===== config.mk =====
export PLATFORM = sky130hd
export DESIGN_NAME = ps2_scancode_rx_flat
export DESIGN_NICKNAME = d
export VERILOG_FILES = /design/src/rtl/ps2_scancode_rx_if.sv /design/src/rtl/ps2_scancode_rx.sv /design/src/flat_wrapper.sv
export SDC_FILE = /design/constraint.sdc
export NUM_CORES = 1
export LEC_CHECK = 0
export CAP_MARGIN = 40
export CORE_MARGIN = 5
export CORE_UTILIZATION = 59
export CTS_BUF_LIST = sky130_fd_sc_hd__clkbuf_8
export DETAILED_ROUTE_END_ITERATION = 8
export PLACE_DENSITY = 0.89
export RECOVER_POWER = 25
export SLEW_MARGIN = 25
export SYNTH_ARGS = -nofsm -noshare
export SYNTH_HDL_FRONTEND = slang
export SYNTH_SLANG_ARGS = --single-unit

===== constraint.sdc =====
create_clock -name clk -period 5.2 [get_ports clk]
set_input_delay 1.3 -clock clk [delete_from_list [all_inputs] [get_ports clk]]
set_output_delay 1.3 -clock clk [all_outputs]
set_load 0.05 [all_outputs]

===== src/rtl/ps2_scancode_rx_if.sv =====
// ps2_scancode_rx_if
//   Bundles the PS/2 pins and the decoded-event outputs of ps2_scancode_rx.
//   slave  : receiver side (takes the pins, drives the event outputs)
//   master : keyboard/consumer side (drives the pins, reads the events)
// Signals:
//   ps2_clk, ps2_data : raw PS/2 pins, asynchronous, idle high
//   scancode[15:0]    : held code of the currently pressed key, 0 when none
//   evt_valid         : one-cycle strobe per make/break event
//   evt_code[15:0]    : code of the last event
//   evt_break         : 1 = release, 0 = press (valid with evt_valid)
//   frame_err         : one-cycle strobe on parity/stop/timeout error
interface ps2_scancode_rx_if;
  logic        ps2_clk;
  logic        ps2_data;
  logic [15:0] scancode;
  logic        evt_valid;
  logic [15:0] evt_code;
  logic        evt_break;
  logic        frame_err;

  modport master (
    output ps2_clk, ps2_data,
    input  scancode, evt_valid, evt_code, evt_break, frame_err
  );

  modport slave (
    input  ps2_clk, ps2_data,
    output scancode, evt_valid, evt_code, evt_break, frame_err
  );
endinterface


===== src/rtl/ps2_scancode_rx.sv =====
// ps2_scancode_rx
//   PS/2 keyboard receiver: synchronises the raw pins, deserialises 11-bit
//   device-to-host frames (start, 8 data LSB first, odd parity, stop),
//   and assembles E0/F0 prefixed sequences into 16-bit make/break events.
//   Keeps a held scancode of the key currently pressed.
// Parameters:
//   TIMEOUT_CYCLES : clk cycles without a PS/2 falling edge before a
//                    partial frame is abandoned (PS2_TIMEOUT_EN only)
// Build option:
//   PS2_TIMEOUT_EN : define to enable the partial-frame timeout counter
// Ports:
//   clk  : system clock, rising edge
//   rst  : asynchronous active-high reset
//   bus  : ps2_scancode_rx_if.slave (pins in, event outputs out)
module ps2_scancode_rx #(
  parameter int unsigned TIMEOUT_CYCLES = 50000
) (
  input  logic                     clk,
  input  logic                     rst,
  ps2_scancode_rx_if.slave         bus
);

  if (TIMEOUT_CYCLES == 0) begin : g_bad_timeout
    $error("TIMEOUT_CYCLES must be at least 1");
  end

  typedef enum logic [1:0] {
    S_IDLE,
    S_DATA,
    S_PARITY,
    S_STOP
  } state_e;

  // Synchronisers (reset to bus-idle 1 so reset release never looks like an edge)
  logic clk_s1_q, clk_s2_q, clk_prev_q;
  logic dat_s1_q, dat_s2_q;

  // Frame path
  state_e      state_q,    state_d;
  logic [2:0]  bit_cnt_q,  bit_cnt_d;
  logic [7:0]  shift_q,    shift_d;
  logic        par_q,      par_d;
  logic        byte_rdy_q, byte_rdy_d;
  logic [7:0]  rx_byte_q,  rx_byte_d;
  logic        frame_err_q, frame_err_d;

  // Assembly path
  logic        ext_q,       ext_d;
  logic        brk_q,       brk_d;
  logic [15:0] scancode_q,  scancode_d;
  logic        evt_valid_q, evt_valid_d;
  logic [15:0] evt_code_q,  evt_code_d;
  logic        evt_break_q, evt_break_d;

  logic        fall;
  logic        sample;
  logic [15:0] code;

`ifdef PS2_TIMEOUT_EN
  localparam int unsigned TO_W = $clog2(TIMEOUT_CYCLES + 1);
  logic [TO_W-1:0] to_cnt_q, to_cnt_d;
`endif

  assign fall   = clk_prev_q & ~clk_s2_q;
  assign sample = dat_s2_q;

  // Frame deserialiser
  always_comb begin
    state_d     = state_q;
    bit_cnt_d   = bit_cnt_q;
    shift_d     = shift_q;
    par_d       = par_q;
    rx_byte_d   = rx_byte_q;
    byte_rdy_d  = 1'b0;
    frame_err_d = 1'b0;

    if (fall) begin
      unique case (state_q)
        S_IDLE: begin
          if (!sample) begin
            state_d   = S_DATA;
            bit_cnt_d = '0;
          end
        end
        S_DATA: begin
          shift_d   = {sample, shift_q[7:1]};
          bit_cnt_d = bit_cnt_q + 3'd1;
          if (bit_cnt_q == 3'd7) state_d = S_PARITY;
        end
        S_PARITY: begin
          par_d   = sample;
          state_d = S_STOP;
        end
        S_STOP: begin
          if (sample && ((^shift_q) ^ par_q)) begin
            byte_rdy_d = 1'b1;
            rx_byte_d  = shift_q;
          end else begin
            frame_err_d = 1'b1;
          end
          state_d = S_IDLE;
        end
        default: state_d = S_IDLE;
      endcase
    end

`ifdef PS2_TIMEOUT_EN
    to_cnt_d = to_cnt_q;
    if (fall) begin
      to_cnt_d = '0;
    end else if (state_q != S_IDLE) begin
      // A real edge in the same cycle wins over the timeout.
      if (to_cnt_q == TO_W'(TIMEOUT_CYCLES)) begin
        state_d     = S_IDLE;
        frame_err_d = 1'b1;
        to_cnt_d    = '0;
      end else begin
        to_cnt_d = to_cnt_q + 1'b1;
      end
    end else begin
      to_cnt_d = '0;
    end
`endif
  end

  // Prefix assembly and held scancode
  assign code = ext_q ? {8'hE0, rx_byte_q} : {8'h00, rx_byte_q};

  always_comb begin
    ext_d       = ext_q;
    brk_d       = brk_q;
    scancode_d  = scancode_q;
    evt_code_d  = evt_code_q;
    evt_break_d = evt_break_q;
    evt_valid_d = 1'b0;

    if (frame_err_q) begin
      ext_d = 1'b0;
      brk_d = 1'b0;
    end else if (byte_rdy_q) begin
      if (rx_byte_q == 8'hE0) begin
        ext_d = 1'b1;
      end else if (rx_byte_q == 8'hF0) begin
        brk_d = 1'b1;
      end else begin
        evt_valid_d = 1'b1;
        evt_code_d  = code;
        evt_break_d = brk_q;
        ext_d       = 1'b0;
        brk_d       = 1'b0;
        if (!brk_q) begin
          scancode_d = code;
        end else if (code == scancode_q) begin
          // Only the release of the held key clears it.
          scancode_d = '0;
        end
      end
    end
  end

  always_ff @(posedge clk or posedge rst) begin
    if (rst) begin
      clk_s1_q    <= 1'b1;
      clk_s2_q    <= 1'b1;
      clk_prev_q  <= 1'b1;
      dat_s1_q    <= 1'b1;
      dat_s2_q    <= 1'b1;
      state_q     <= S_IDLE;
      bit_cnt_q   <= '0;
      shift_q     <= '0;
      par_q       <= 1'b0;
      byte_rdy_q  <= 1'b0;
      rx_byte_q   <= '0;
      frame_err_q <= 1'b0;
      ext_q       <= 1'b0;
      brk_q       <= 1'b0;
      scancode_q  <= '0;
      evt_valid_q <= 1'b0;
      evt_code_q  <= '0;
      evt_break_q <= 1'b0;
`ifdef PS2_TIMEOUT_EN
      to_cnt_q    <= '0;
`endif
    end else begin
      clk_s1_q    <= bus.ps2_clk;
      clk_s2_q    <= clk_s1_q;
      clk_prev_q  <= clk_s2_q;
      dat_s1_q    <= bus.ps2_data;
      dat_s2_q    <= dat_s1_q;
      state_q     <= state_d;
      bit_cnt_q   <= bit_cnt_d;
      shift_q     <= shift_d;
      par_q       <= par_d;
      byte_rdy_q  <= byte_rdy_d;
      rx_byte_q   <= rx_byte_d;
      frame_err_q <= frame_err_d;
      ext_q       <= ext_d;
      brk_q       <= brk_d;
      scancode_q  <= scancode_d;
      evt_valid_q <= evt_valid_d;
      evt_code_q  <= evt_code_d;
      evt_break_q <= evt_break_d;
`ifdef PS2_TIMEOUT_EN
      to_cnt_q    <= to_cnt_d;
`endif
    end
  end

  assign bus.scancode  = scancode_q;
  assign bus.evt_valid = evt_valid_q;
  assign bus.evt_code  = evt_code_q;
  assign bus.evt_break = evt_break_q;
  assign bus.frame_err = frame_err_q;

endmodule


===== src/flat_wrapper.sv =====
// flat-port wrapper written by rule: the top's interface ports become plain ports
module ps2_scancode_rx_flat 
#(
  parameter int unsigned TIMEOUT_CYCLES = 50000
)
  (clk, rst, bus_ps2_clk, bus_ps2_data, bus_scancode, bus_evt_valid, bus_evt_code, bus_evt_break, bus_frame_err);
  ps2_scancode_rx_if bus_i ();
  input  logic clk;
  input  logic rst;
  input wire logic [$bits(bus_i.ps2_clk)-1:0] bus_ps2_clk;
  input wire logic [$bits(bus_i.ps2_data)-1:0] bus_ps2_data;
  output wire logic [$bits(bus_i.scancode)-1:0] bus_scancode;
  output wire logic [$bits(bus_i.evt_valid)-1:0] bus_evt_valid;
  output wire logic [$bits(bus_i.evt_code)-1:0] bus_evt_code;
  output wire logic [$bits(bus_i.evt_break)-1:0] bus_evt_break;
  output wire logic [$bits(bus_i.frame_err)-1:0] bus_frame_err;
  assign bus_i.ps2_clk = bus_ps2_clk;
  assign bus_i.ps2_data = bus_ps2_data;
  assign bus_scancode = bus_i.scancode;
  assign bus_evt_valid = bus_i.evt_valid;
  assign bus_evt_code = bus_i.evt_code;
  assign bus_evt_break = bus_i.evt_break;
  assign bus_frame_err = bus_i.frame_err;
  ps2_scancode_rx #(.TIMEOUT_CYCLES(TIMEOUT_CYCLES)) u_core (.clk(clk), .rst(rst), .bus(bus_i));
endmodule

==> results.sh <==
export IMPL_grt_pass1_wl_um=6920
export IMPL_max_freq_ghz=0.3470
export IMPL_crit_buf_inv=1
export IMPL_ys_top_cells_by_area="dfrtp_1 (49%), mux2_2 (11%), dfstp_2 (5.6%), buf_4 (4.5%), o21ai_0 (3.4%)"
export IMPL_die_area_um2=5333
export IMPL_p_int_w=0.0008605
export IMPL_drv_slew=0
export IMPL_initial_utilization_pct=59.88
export IMPL_hold_violations=0
export IMPL_critPathRequiredTime_ns=3.90
export IMPL_cpMaxStageDelayCell="clkdlybuf4s50_1"
export IMPL_drt_pass1_iter_count=4
export IMPL_cts_root_buf="clkbuf_8"
export IMPL_postCtsSetupBuffers=0
export IMPL_grtUsageTotal_pct=16.98
export IMPL_synth_area_um2=2343
export IMPL_slew_headroom_pct=53.04
export IMPL_netlist_top_cell_by_area="dfrtp_1"
export IMPL_p_switching_w=0.0005334
export IMPL_crit_fanout=6
export IMPL_place_hpwl_um=2883
export IMPL_clkTransAtPathRegs_ns=0.08
export IMPL_antenna_found_initial=0
export IMPL_route_detailed_drc=0
export IMPL_die_y_um=73.03
export IMPL_setup_worst_path_end_class="primary output"
export IMPL_synthArstFlopShare_pct=100.0
export IMPL_setup_worst_path_start_class="flop"
export IMPL_wl_per_cell_um=14.41
export IMPL_setup_tns_ns=0
export IMPL_yosysUniqueCellTypes=32
export IMPL_dp_cells=266
export IMPL_grt_pass1_vias=1455
export IMPL_place_worst_setup_slack_ns=2.636
export IMPL_critical_path_class="reg2out"
export IMPL_fin_nets=233
export IMPL_boundaryPins=39
export IMPL_crit_family="buffers and inverters"
export IMPL_yosysSeqAreaShare_pct=54.73
export IMPL_powerDensity_nw_per_um2=510.3
export IMPL_syn_to_final_growth_pct=16.55
export IMPL_hold_buffers=0
export IMPL_finalWorstPathRequiredPeriod_ns=2.882
export IMPL_fin_crit_sh_pct=55.42
export IMPL_switching_share_pct=38.27
export IMPL_ys_warn_count=0
export IMPL_ys_flop_type="dfrtp_1"
export IMPL_combPwrFrac_pct=41.8
export IMPL_ys_seq_elements=51
export IMPL_std_cell_rows=23
export IMPL_rsz0062_at_grt="no"
export IMPL_worst_clock_skew_ns=0.005465
export IMPL_clock_latency_ns=0.30
export IMPL_cts_tree="built"
export IMPL_synth_edff_count=0
export IMPL_cp_arrival_ns=1.58
export IMPL_clkPwrFrac_pct=17.1
export IMPL_cp_cell_sequence="clkdlybuf4s50_1"
export IMPL_syn_avg_cell_area_um2=12.08
export IMPL_synthCells=194
export IMPL_finalWorstSetupSlack_ns=2.318
export IMPL_stdcell_count=274
export IMPL_drive_gt1_share_pct=17.41
export IMPL_gp_congestion=0.7534
export IMPL_hp_class="reg2reg"
export IMPL_power_w=0.001394
export IMPL_htreeDepth=2
export IMPL_cts_resized=0
export IMPL_grt_max_degree=35
export IMPL_die_w_um=73.03
export IMPL_cts_buffers=5
export IMPL_maxCapViolations=0
export IMPL_worstMarginPinSlew_ns=0.7037
export IMPL_drt_vias_per_instance=5.354
export IMPL_peakVddDrop_uv=310.2
export IMPL_synth_most_common_cell="dfrtp_1"
export IMPL_p_seq_share_pct=41.1
export IMPL_cpPeakStageDelay_ns=0.84
export IMPL_p_leak_nw=1.321
export IMPL_grt_overflow_total=0
export IMPL_postRouteAntennaNets=0
export IMPL_fill_cells=296
export IMPL_wirelength_um=3947
export IMPL_portBuffers=28
export IMPL_synth_top_cell_area_share_pct=49.12
export IMPL_num_vias=1467
export IMPL_cts_sinks=51
export IMPL_core_um2=3914
export IMPL_status="complete, no violations"
export IMPL_synth_commonest_cells="dfrtp_1 (46), mux2_2 (23), nand2_1 (21)"
export IMPL_finalSetupViolCount=0
export IMPL_cts_max_path_buffers=2
export IMPL_drtIter0Drc=82
export IMPL_diodes=0
## layer usage
layer | vias up | global-route usage [%] | part of all wire, % | routed length (um)
met2 | 38 | 29.00 | 51 | 2031
met3 | 9 | 4.821 | 5.8 | 228
met5 | - | 0 | 0 | 0
li1 | 699 | - | - | -
met4 | 0 | 6.148 | 1.7 | 68
met1 | 721 | 20.35 | 41 | 1619
## flip-flops by register name (all words and copies together) (netlist names), 2 cells and up
signal and count:
u_core.bus.scancode 9, u_core.state_q 2, u_core.rx_byte_q 8, u_core.shift_q 8
u_core.bit_cnt_q 3, u_core.bus.evt_code 9
## worst paths after layout
check / start / endpoint / slack (ns) / depth (start not counted)
worst min-delay path: u_core.dat_s1_q / u_core.dat_s2_q / 0.36 / 0
worst max-delay path: u_core.bus.scancode[14] / bus_scancode[14] / 2.32 / 1
worst min register to register: u_core.dat_s1_q / u_core.dat_s2_q / 0.36 / 0
worst max register to register: u_core.rx_byte_q[0] / u_core.bus.evt_code[2] / 3.10 / 4
max in group asynchronous: rst / u_core.dat_s1_q / 2.97 / 3
min in group asynchronous: rst / u_core.bus.scancode[2] / 1.55 / 2
## cell families after synthesis
family,synth area share [%]
XOR/XNOR,6.887
adder cells (fa/ha/maj),3.203
multiplexers,12.44
other,0.1600
buffers and inverters,6.620
AO/OA/AOI/OAI,8.863
flip-flops,54.73
AND/OR/NAND/NOR,7.102
## layout by cell type, fill, tap and decap left out, types with 2 or more instances in the layout
| cell type | instances |
|---|---|
| dfrtp_1 | 46 |
| conb_1 | 10 |
| xor2_1 | 4 |
| a21oi_1 | 2 |
| nand4b_1 | 2 |
| nand2_1 | 21 |
| inv_1 | 10 |
| dlygate4sd3_1 | 3 |
| nor2_1 | 4 |
| clkbuf_8 | 7 |
| mux2_2 | 23 |
| nor2b_1 | 3 |
| xnor2_1 | 9 |
| a22o_1 | 2 |
| o211a_1 | 2 |
| clkdlybuf4s50_1 | 25 |
| ha_1 | 6 |
| o21ai_0 | 16 |
| a22oi_1 | 9 |
| dfstp_2 | 4 |
## final cells by class
| cell class | count | area, um2 | area share, % |
|---|---|---|---|
| Sequential cell | 51 | 1282 | 46.95 |
| Timing Repair Buffer | 31 | 312.8 | 11.45 |
| Tap cell | 50 | 62.56 | 2.290 |
| Multi-Input combinational cell | 125 | 939.7 | 34.40 |
| Inverter | 9 | 33.78 | 1.237 |
| Clock inverter | 1 | 3.754 | 0.1374 |
| Clock buffer | 7 | 96.34 | 3.527 |
## power by group through the flow
stage               sequential, W  clock [W]  combinational (W)
finish                   0.000573   0.000238           0.000583
global route             0.000586   0.000263           0.000630
CTS                      0.000574   0.000247           0.000591
detailed placement       0.000581          0           0.000586
global placement         0.000575          0           0.000560
floorplan                0.000624          0           0.000407
## worst reg2reg max path, cell delays in order (launching register included)
cell,delay (ns)
dfrtp_1,0.43
or3_1,0.45
o21ai_1,0.43
buf_4,0.31
mux2_2,0.36
## metrics by stage
step / instance area, um2 / hold slack, ns / util (%)
finish: 2731 / 0.3603 / 69.79
global route: 2731 / 0.3673 / 69.79
CTS: 2731 / 0.3618 / 69.79
detailed placement: 2631 / 0.3473 / 67.23
global placement: 2606 / 0.3463 / 66.59
floorplan: 2377 / 0.3452 / -
Note: power is estimated with default switching activity, not from simulation.
